[config.mk]
export PLATFORM = sky130hd
export DESIGN_NAME = count_seq_ctrl
export DESIGN_NICKNAME = d
export VERILOG_FILES = /design/src/rtl/count_seq_pkg.sv /design/src/rtl/count_seq_ctrl_range_counter.sv /design/src/rtl/count_seq_ctrl.sv
export SDC_FILE = /design/constraint.sdc
export NUM_CORES = 1
export LEC_CHECK = 0
export ABC_AREA = 1
export CORE_MARGIN = 8
export CORE_UTILIZATION = 50
export DETAILED_ROUTE_END_ITERATION = 16
export GPL_TIMING_DRIVEN = 0
export PLACE_DENSITY = 0.77
export SYNTH_ARGS = -nofsm -noshare
export SYNTH_HDL_FRONTEND = slang
export SYNTH_SLANG_ARGS = --single-unit
[constraint.sdc]
create_clock -name clk -period 2.69 [get_ports clk]
set_input_delay 0.538 -clock clk [delete_from_list [all_inputs] [get_ports clk]]
set_output_delay 0.538 -clock clk [all_outputs]
set_load 0.01 [all_outputs]
[src/rtl/count_seq_pkg.sv]
// Shared types and constants for the wrap-range counter sequencer.
package count_seq_pkg;

  // Sequencer states; the encoding is also visible on the state_dbg output.
  typedef enum logic [1:0] {
    ST_IDLE  = 2'd0,
    ST_RUN   = 2'd1,
    ST_PAUSE = 2'd2,
    ST_DONE  = 2'd3
  } state_t;

  // Reset values of the lo/hi bounds (wrap is 15 -> 5 out of reset).
  localparam int DEF_LO_C = 5;
  localparam int DEF_HI_C = 15;

endpackage

[src/rtl/count_seq_ctrl_range_counter.sv]
// Count register for the wrap-range counter.
// load has priority over en; when enabled at hi the count reloads load_val,
// so it increments modulo the range and never runs past hi.
module range_counter #(
  parameter int              WIDTH   = 4,
  parameter logic [WIDTH-1:0] RST_VAL = '0
) (
  input  logic             clk,
  input  logic             reset,
  input  logic             load,
  input  logic [WIDTH-1:0] load_val,
  input  logic             en,
  input  logic [WIDTH-1:0] hi,
  output logic [WIDTH-1:0] count,
  output logic             wrap
);

  // A wrap is an enabled advance taken while sitting on the upper bound.
  assign wrap = en && (count == hi);

  // Count register: load, wrap back to load_val, or increment.
  always_ff @(posedge clk or posedge reset) begin
    if (reset) begin
      count <= RST_VAL;
    end else if (load) begin
      count <= load_val;
    end else if (en) begin
      if (count == hi) begin
        count <= load_val;
      end else begin
        count <= count + WIDTH'(1);
      end
    end
  end

endmodule

[src/rtl/count_seq_ctrl.sv]
// Sequencer for the wrap-range up-counter: bounds, lap budget, run/pause/stop.
// Optional feature macro COUNT_SEQ_STEP_EN: when defined, step in PAUSE
// advances the count once (with wrap, lap and DONE handling); otherwise the
// step input is ignored.
// Command strobes are sampled every cycle with priority stop > pause > start
// > step; a command that has no meaning in the current state is ignored and
// does not block lower-priority commands.
module count_seq_ctrl
  import count_seq_pkg::*;
#(
  parameter int WIDTH  = 4,
  parameter int LAP_W  = 4,
  parameter int DEF_LO = DEF_LO_C,
  parameter int DEF_HI = DEF_HI_C
) (
  input  logic             clk,
  input  logic             reset,
  input  logic             cfg_we,
  input  logic [WIDTH-1:0] cfg_lo,
  input  logic [WIDTH-1:0] cfg_hi,
  input  logic [LAP_W-1:0] cfg_laps,
  input  logic             start,
  input  logic             stop,
  input  logic             pause,
  input  logic             step,
  output logic [WIDTH-1:0] count,
  output logic             busy,
  output logic             paused,
  output logic             lap_pulse,
  output logic             done,
  output logic             cfg_err,
  output logic [1:0]       state_dbg
);

  state_t           state_q, state_d;
  logic [WIDTH-1:0] lo_q, hi_q;
  logic [LAP_W-1:0] laps_q, lap_cnt_q;
  logic [LAP_W:0]   lap_next;
  logic             in_idle_done, start_idle, do_step, cnt_en;
  logic             wrap, final_wrap, cfg_ok, cfg_rej;
  logic             ctr_load;
  logic [WIDTH-1:0] ctr_load_val;
  logic             busy_d, paused_d, done_d;

  assign state_dbg = state_q;

  range_counter #(
    .WIDTH   (WIDTH),
    .RST_VAL (WIDTH'(DEF_LO))
  ) u_range_counter (
    .clk      (clk),
    .reset    (reset),
    .load     (ctr_load),
    .load_val (ctr_load_val),
    .en       (cnt_en),
    .hi       (hi_q),
    .count    (count),
    .wrap     (wrap)
  );

`ifdef COUNT_SEQ_STEP_EN
  // Step only acts in PAUSE and only when no higher-priority command is present.
  assign do_step = !stop && !start && step && (state_q == ST_PAUSE);
`else
  logic unused_step;
  assign unused_step = step;
  assign do_step     = 1'b0;
`endif

  // Command decode, config check and counter control.
  always_comb begin
    in_idle_done = (state_q == ST_IDLE) || (state_q == ST_DONE);
    start_idle   = !stop && start && in_idle_done;
    // pause freezes the count on the same edge it is sampled.
    cnt_en       = ((state_q == ST_RUN) && !stop && !pause) || do_step;
    lap_next     = {1'b0, lap_cnt_q} + (LAP_W + 1)'(1);
    final_wrap   = wrap && (laps_q != '0) && (lap_next == {1'b0, laps_q});
    // A write racing an accepted start would land in RUN, so it is refused.
    cfg_ok       = cfg_we && in_idle_done && !start_idle && (cfg_lo <= cfg_hi);
    cfg_rej      = cfg_we && !cfg_ok;
    ctr_load     = 1'b0;
    ctr_load_val = lo_q;
    if (cfg_ok && ((state_q == ST_IDLE) || stop)) begin
      ctr_load     = 1'b1;
      ctr_load_val = cfg_lo;
    end else if (stop || start_idle) begin
      ctr_load     = 1'b1;
      ctr_load_val = lo_q;
    end else if (final_wrap) begin
      // The last lap leaves the count parked on hi.
      ctr_load     = 1'b1;
      ctr_load_val = hi_q;
    end
  end

  // Next-state logic.
  always_comb begin
    state_d = state_q;
    if (stop) begin
      state_d = ST_IDLE;
    end else begin
      case (state_q)
        ST_IDLE:  if (start) state_d = ST_RUN;
        ST_RUN: begin
          if (pause)           state_d = ST_PAUSE;
          else if (final_wrap) state_d = ST_DONE;
        end
        ST_PAUSE: begin
          if (start)           state_d = ST_RUN;
          else if (final_wrap) state_d = ST_DONE;
        end
        ST_DONE:  if (start) state_d = ST_RUN;
        default:  state_d = ST_IDLE;
      endcase
    end
  end

  // Output decode from the next state so the status flags come out of flops.
  always_comb begin
    busy_d   = (state_d == ST_RUN) || (state_d == ST_PAUSE);
    paused_d = (state_d == ST_PAUSE);
    done_d   = (state_d == ST_DONE);
  end

  // State register and registered status outputs.
  always_ff @(posedge clk or posedge reset) begin
    if (reset) begin
      state_q   <= ST_IDLE;
      busy      <= 1'b0;
      paused    <= 1'b0;
      done      <= 1'b0;
      lap_pulse <= 1'b0;
      cfg_err   <= 1'b0;
    end else begin
      state_q   <= state_d;
      busy      <= busy_d;
      paused    <= paused_d;
      done      <= done_d;
      lap_pulse <= wrap;
      cfg_err   <= cfg_rej;
    end
  end

  // Bound/budget registers and the saturating lap counter.
  always_ff @(posedge clk or posedge reset) begin
    if (reset) begin
      lo_q      <= WIDTH'(DEF_LO);
      hi_q      <= WIDTH'(DEF_HI);
      laps_q    <= '0;
      lap_cnt_q <= '0;
    end else begin
      if (cfg_ok) begin
        lo_q   <= cfg_lo;
        hi_q   <= cfg_hi;
        laps_q <= cfg_laps;
      end
      if (stop || start_idle) begin
        lap_cnt_q <= '0;
      end else if (wrap && (lap_cnt_q != '1)) begin
        lap_cnt_q <= lap_cnt_q + LAP_W'(1);
      end
    end
  end

endmodule

==> flow_metrics.py, run 1 <==
metrics = {
    "status": {
        "status": "finished, final reports clean",
    },
    "layout": {
        "nets": 306,
        "final_core_util_pct": 60.9,
        "diodes": 0,
        "layout_commonest_cell": "nand2_1",
        "drive_gt1_share_pct": 14.6,
        "final_area_sq_mm": 0.00218,
        "syn_to_final_growth_pct": 20.2,
        "fillers": 342,
        "final_cell_mix": "nand2_1, inv_1, clkdlybuf4s50_1, dfrtp_1, o21ai_0",
    },
    "cts": {
        "post_cts_resized": 0,
        "root_buffer": "clkbuf_4",
        "path_clk_slew_ns": 0.15,
        "htree_num_levels": 1,
        "cts.sinks": 27,
        "cts_tree": "yes",
        "clk_latency_ns": 0.32,
        "post_cts_buffers": 0,
        "holdBufCountCts": 0,
        "clockBufferDepth": 2,
        "cts_made_buffers": 3,
    },
    "synthesis": {
        "synth-simple-area-share_pct": 33.8,
        "synth-edff-count": 0,
        "avgSynthCellArea_sq_um": 7.49,
        "synth_fa_ha_area_share_pct": 8.29,
        "yosysSeqAreaShare_pct": 37.8,
        "synth_top_family_by_area": "simple AND/OR/NAND/NOR gates",
        "synth_xor_area_share_pct": 2.42,
        "synthesis.nets": 273,
        "synthesis.area_sq_mm": 0.00181,
        "synth_top_flop_cell": "dfrtp_1",
        "ys_ff_latch": 27,
        "synthCells": 242,
        "synth-compound-area-share_pct": 7.73,
        "ys_warn_count": 0,
        "synthArstFlopShare_pct": 100,
        "synth.area.mux_share_pct": 0,
        "yosysUniqueCellTypes": 26,
    },
    "floorplanning": {
        "die_width_um": 76.2,
        "start_util_pct": 50.6,
        "io_pins": 30,
        "rows": 22,
        "coreArea_sq_mm": 0.00358,
        "die-area_sq_mm": 0.00581,
        "die_height_um": 76.2,
    },
    "critical_path": {
        "crit_path_end_kind": "register",
        "crit_buf_inv": 3,
        "critical_path.cell_chain": "clkdlybuf4s50_1 -> nor2_1 -> nand3_2 -> nor2_4 -> nand3b_4 -> nand2_1 -> nand2_1 -> a21oi_2 -> inv_2 -> ha_1 -> inv_1",
        "required_ns": 2.93,
        "start_kind": "primary input",
        "path_common_cell": "nand2_1",
        "crit_family": "simple AND/OR/NAND/NOR gates",
        "r2r_start": "state_dbg[1]",
        "max_stage_delay_ns": 0.51,
        "cp_slowest_cell": "clkdlybuf4s50_1",
        "path_class": "primary input to register",
        "cp.arrival_ns": 2.44,
        "worstSetupStartpoint": "stop",
        "path_max_fanout": 5,
    },
    "route": {
        "routed_wl_mm": 3.59,
        "drt-vias-per-instance": 4.70,
        "drtAntennaViolNets": 0,
        "drc": 0,
        "drt_first_iter_violations": 73,
        "drt_pre_antenna_iters": 4,
        "via_count": 1513,
        "wl_per_cell_um": 11.2,
    },
    "worst_hold_path": {
        "min_path_type": "register to register",
        "min-delay-start": "hi_q[2]",
    },
    "global_route": {
        "grt_usage_pct": 13.4,
        "grt_max_degree": 28,
        "grt_pass1_wl_mm": 6.69,
        "antenna_found_initial": 0,
        "grt_overflow": 0,
        "grt_pass1_vias": 1529,
    },
    "sta": {
        "relSlewSlack_pct": 33.0,
        "finalSetupTns_ns": 0,
        "setup_viol": 0,
        "rsz0062_at_grt": "false",
        "hold_violations": 0,
        "fin_crit_sh_pct": 81.9,
        "whs_ns": 0.509,
        "fmax_mhz": 454,
        "worstMarginPinSlew_ns": 1.00,
        "min_period_ns": 2.20,
        "slew_viol_final": 0,
        "skew_ns": 0.00276,
    },
    "placed_design": {
        "place_hpwl_mm": 2.86,
        "place.gp.congestion": 0.814,
        "place_area_sq_mm": 0.00215,
        "io_buffers": 28,
    },
    "job": {
        "maxCapViolCount": 0,
    },
    "power": {
        "power_density_mw_per_mm2": 814,
        "finalPower_mw": 1.77,
        "leakagePower_nw": 1.13,
        "max-vdd-ir-drop_mv": 0.380,
    },
}
==> final cells by class <==
| type | count | area (sq um) | share of cell area [%] |
|---|---|---|---|
| clock buffer | 4 | 26.3 | 1.21 |
| inverter | 46 | 173 | 7.93 |
| timing repair buffer | 28 | 280 | 12.9 |
| sequential | 27 | 686 | 31.5 |
| multi-input combinational | 168 | 946 | 43.4 |
| buffer | 1 | 7.51 | 0.345 |
| tap | 48 | 60.1 | 2.76 |
==> synth_stat cells, drive strengths merged (2+ instances only) <==
master | instances | area share (%)
a21oi | 3 | 1.0
nand2 | 85 | 19
dfstp | 8 | 12
nor2 | 20 | 5.2
nand3 | 16 | 6.6
dfrtp | 19 | 26
nand4 | 5 | 1.7
ha | 12 | 8.3
o22ai | 2 | 0.69
inv | 42 | 8.7
clkinv | 4 | 0.83
xor2 | 5 | 2.4
o21ai | 15 | 4.1
==> metrics by stage <==
stage          instances  worst slack, ns
5_1_grt              322            0.249
3_5_place_dp         318            0.120
6_report             322            0.487
2_1_floorplan        242            0.682
4_1_cts              322            0.473
3_3_place_gp         318            0.136
==> worst register-to-register path, delay by kind of cell, from the launching register on <==
| kind | cells | cell delay, ns |
|---|---|---|
| AO/OA/AOI/OAI | 1 | 0.20 |
| buffers and inverters | 3 | 0.21 |
| flip-flops | 1 | 0.43 |
| AND/OR/NAND/NOR | 7 | 0.84 |
| adder cells (fa/ha/maj) | 2 | 0.42 |
==> where the power goes <==
group          internal [mW]  switching, mW  total [mW]
logic                  0.372          0.517       0.889
registers              0.592          0.114       0.706
clock network         0.0580          0.121       0.179
total                   1.02          0.752        1.77
==> path summary, 6_finish.rpt <==
kind / end / slack [ns] / cells after the start
setup / recovery: busy / 0.49 / 11
hold / removal: hi_q[2] / 0.51 / 2
setup reg to reg: busy / 0.49 / 13
hold reg to reg: hi_q[2] / 0.51 / 2
max in group asynchronous: lo_q[1] / 1.35 / 2
min in group asynchronous: laps_q[2] / 0.74 / 2
==> cell families (layout without fill, tap and decap cells) <==
kind of cell             count (synthesis)  in the layout
AND/OR/NAND/NOR                        128            128
buffers and inverters                   47             79
flip-flops                              27             27
AO/OA/AOI/OAI                           23             23
adder cells (fa/ha/maj)                 12             12
XOR/XNOR                                 5              5
==> sequential cells by signal (all words and copies together) (netlist names) <==
register               cells
lap_pulse                  1
busy                       1
paused                     1
state_dbg                  2
lap_cnt_q                  4
hi_q                       4
laps_q                     4
done                       1
lo_q                       4
cfg_err                    1
u_range_counter.count      4
==> routing by layer <==
layer	vias to the layer above	track usage (%)	wire (um)	share of wire (%)
li1	809	-	-	-
met1	671	15.9	1710	48
met2	29	24.3	1740	48
met3	4	2.24	98	2.7
met4	0	3.46	41	1.1
met5	-	0	0	0
Power figures use the tool's default switching activity.
==> run 2: changes to the inputs <==
CORE_UTILIZATION = 48   (was 50)
clock period = 1.9 ns   (was 2.69 ns; I/O delays follow)
==> run 2 against run 1 <==
The run now ends with negative setup slack left. Sequential power grew 40%. Critical path depth up 2. Worst setup slack got worse by 0.59 ns. Clock skew about the same. Routed wire length is 27% higher. Global-route usage up 0.82 points. Hold slack worse by 0.13 ns. Utilization grew 9.1 points. Critical endpoint unchanged.
==> flow_metrics.py, run 2 (synthesized netlist as in run 1, its figures left out) <==
metrics = {
    "floorplanning": {
        "io_pins": 30,
        "rows": 22,
        "die_width_um": 77.4,
        "die_height_um": 77.4,
        "die-area_sq_mm": 0.00600,
        "coreArea_sq_mm": 0.00363,
        "start_util_pct": 49.9,
    },
    "cts": {
        "path_clk_slew_ns": 0.09,
        "cts_tree": "yes",
        "holdBufCountCts": 0,
        "root_buffer": "clkbuf_8",
        "clockBufferDepth": 2,
        "htree_num_levels": 1,
        "cts.sinks": 27,
        "cts_made_buffers": 3,
        "clk_latency_ns": 0.28,
    },
    "power": {
        "finalPower_mw": 3.10,
        "max-vdd-ir-drop_mv": 0.576,
        "leakagePower_nw": 1.29,
        "power_density_mw_per_mm2": 1220,
    },
    "global_route": {
        "grt_usage_pct": 14.3,
        "grt_pass1_vias": 1648,
        "grt_pass1_wl_mm": 7.27,
        "antenna_found_initial": 0,
        "grt_overflow": 0,
        "grt_max_degree": 28,
    },
    "route": {
        "drt-vias-per-instance": 4.94,
        "wl_per_cell_um": 13.2,
        "drt_pre_antenna_iters": 4,
        "drtAntennaViolNets": 0,
        "via_count": 1709,
        "routed_wl_mm": 4.56,
        "drt_first_iter_violations": 108,
        "drc": 0,
    },
    "critical_path": {
        "worstSetupStartpoint": "hi_q[2]",
        "crit_family": "simple AND/OR/NAND/NOR gates",
        "required_ns": 2.09,
        "cp.arrival_ns": 2.19,
        "crit_buf_inv": 3,
        "r2r_start": "hi_q[2]",
        "critical_path.cell_chain": "inv_1 -> nand2_1 -> nand2_2 -> nor2_4 -> nand3_2 -> nor2_4 -> nand3b_4 -> nand2_2 -> nand2_2 -> a21oi_4 -> inv_2 -> ha_4 -> inv_2",
        "max_stage_delay_ns": 0.54,
        "crit_path_end_kind": "register",
        "cp_slowest_cell": "dfstp_2",
        "path_max_fanout": 3,
        "path_common_cell": "nand2_2",
        "start_kind": "register",
        "path_class": "register to register",
    },
    "worst_hold_path": {
        "min_path_type": "primary input to register",
        "min-delay-start": "cfg_hi[0]",
    },
    "sta": {
        "worstMarginPinSlew_ns": 1.04,
        "finalSetupTns_ns": -0.107,
        "timing.final.ws_setup_ns": -0.107,
        "skew_ns": 0.00271,
        "relSlewSlack_pct": 30.9,
        "fin_crit_sh_pct": 106,
        "slew_viol_final": 0,
        "hold_violations": 0,
        "setup_viol": 1,
        "min_period_ns": 2.01,
        "fmax_mhz": 498,
        "rsz0062_at_grt": "true",
    },
    "status": {
        "status": "finished with violations",
        "violations": "negative setup slack",
    },
    "placed_design": {
        "io_buffers": 28,
        "dp_cells": 318,
        "place_hpwl_mm": 2.96,
        "place.gp.congestion": 0.804,
        "post-place-ws_ns": -0.509,
    },
    "layout": {
        "layout_commonest_cell": "nand2_1",
        "diodes": 0,
        "seqCellArea_sq_um": 687,
        "final_cell_mix": "nand2_1, inv_1, nand2_2, buf_4, dfrtp_1",
        "fin_cells": 346,
        "syn_to_final_growth_pct": 40.3,
        "fillers": 295,
        "multi_input_area_sq_mm": 0.00111,
        "drive_gt1_share_pct": 34.2,
        "nets": 330,
        "final_core_util_pct": 69.9,
    },
    "job": {
        "maxCapViolCount": 0,
    },
}
run 2: metal layers:
metal	wire length (um)	global-route usage, %
met5	0	0
met1	1880	17.1
met3	158	1.84
met4	96	6.42
met2	2420	24.8
run 2: repair_timing:
item,CTS,global route
resized for setup,24,33
pin swaps,16,29
endpoints found under the setup margin,16,18
setup buffers,13,12
run 2: final timing paths:
| check | endpoint | slack, ns | cells past startpoint |
|---|---|---|---|
| worst min register to register | lo_q[0] | 0.50 | 2 |
| max in group asynchronous | lap_cnt_q[0] | 0.53 | 2 |
| worst max-delay path | busy | -0.11 | 13 |
| worst max register to register | busy | -0.11 | 13 |
| worst min-delay path | hi_q[0] | 0.38 | 3 |
| min in group asynchronous | laps_q[3] | 0.67 | 2 |
run 2: layout make-up:
| type | instances | share of cell area (%) |
|---|---|---|
| well taps | 48 | 2.36 |
| clock buffers | 3 | 1.62 |
| repair buffers | 52 | 18.2 |
| flip-flops and latches | 27 | 27.0 |
| multi-input cells | 168 | 43.5 |
| plain buffers | 1 | 0.295 |
| clock inverters | 1 | 0.197 |
| inverters | 46 | 6.79 |
run 2: stage by stage:
step	hold WS [ns]	cell area, sq um
floorplan	0.427	1820
global placement	0.479	2160
detailed placement	0.484	2160
CTS	0.469	2340
global route	0.377	2540
finish	0.382	2540
run 2: worst min-delay path: stages:
cell,delay [ns]
dlymetal6s2s_1,0.14
nand2_1,0.07
o21ai_0,0.07
run 2: power by group:
group          total, mW  internal [mW]  switching, mW
clock network      0.334          0.147          0.187
logic               1.78          0.790          0.985
registers          0.987          0.839          0.147
total               3.10           1.78           1.32
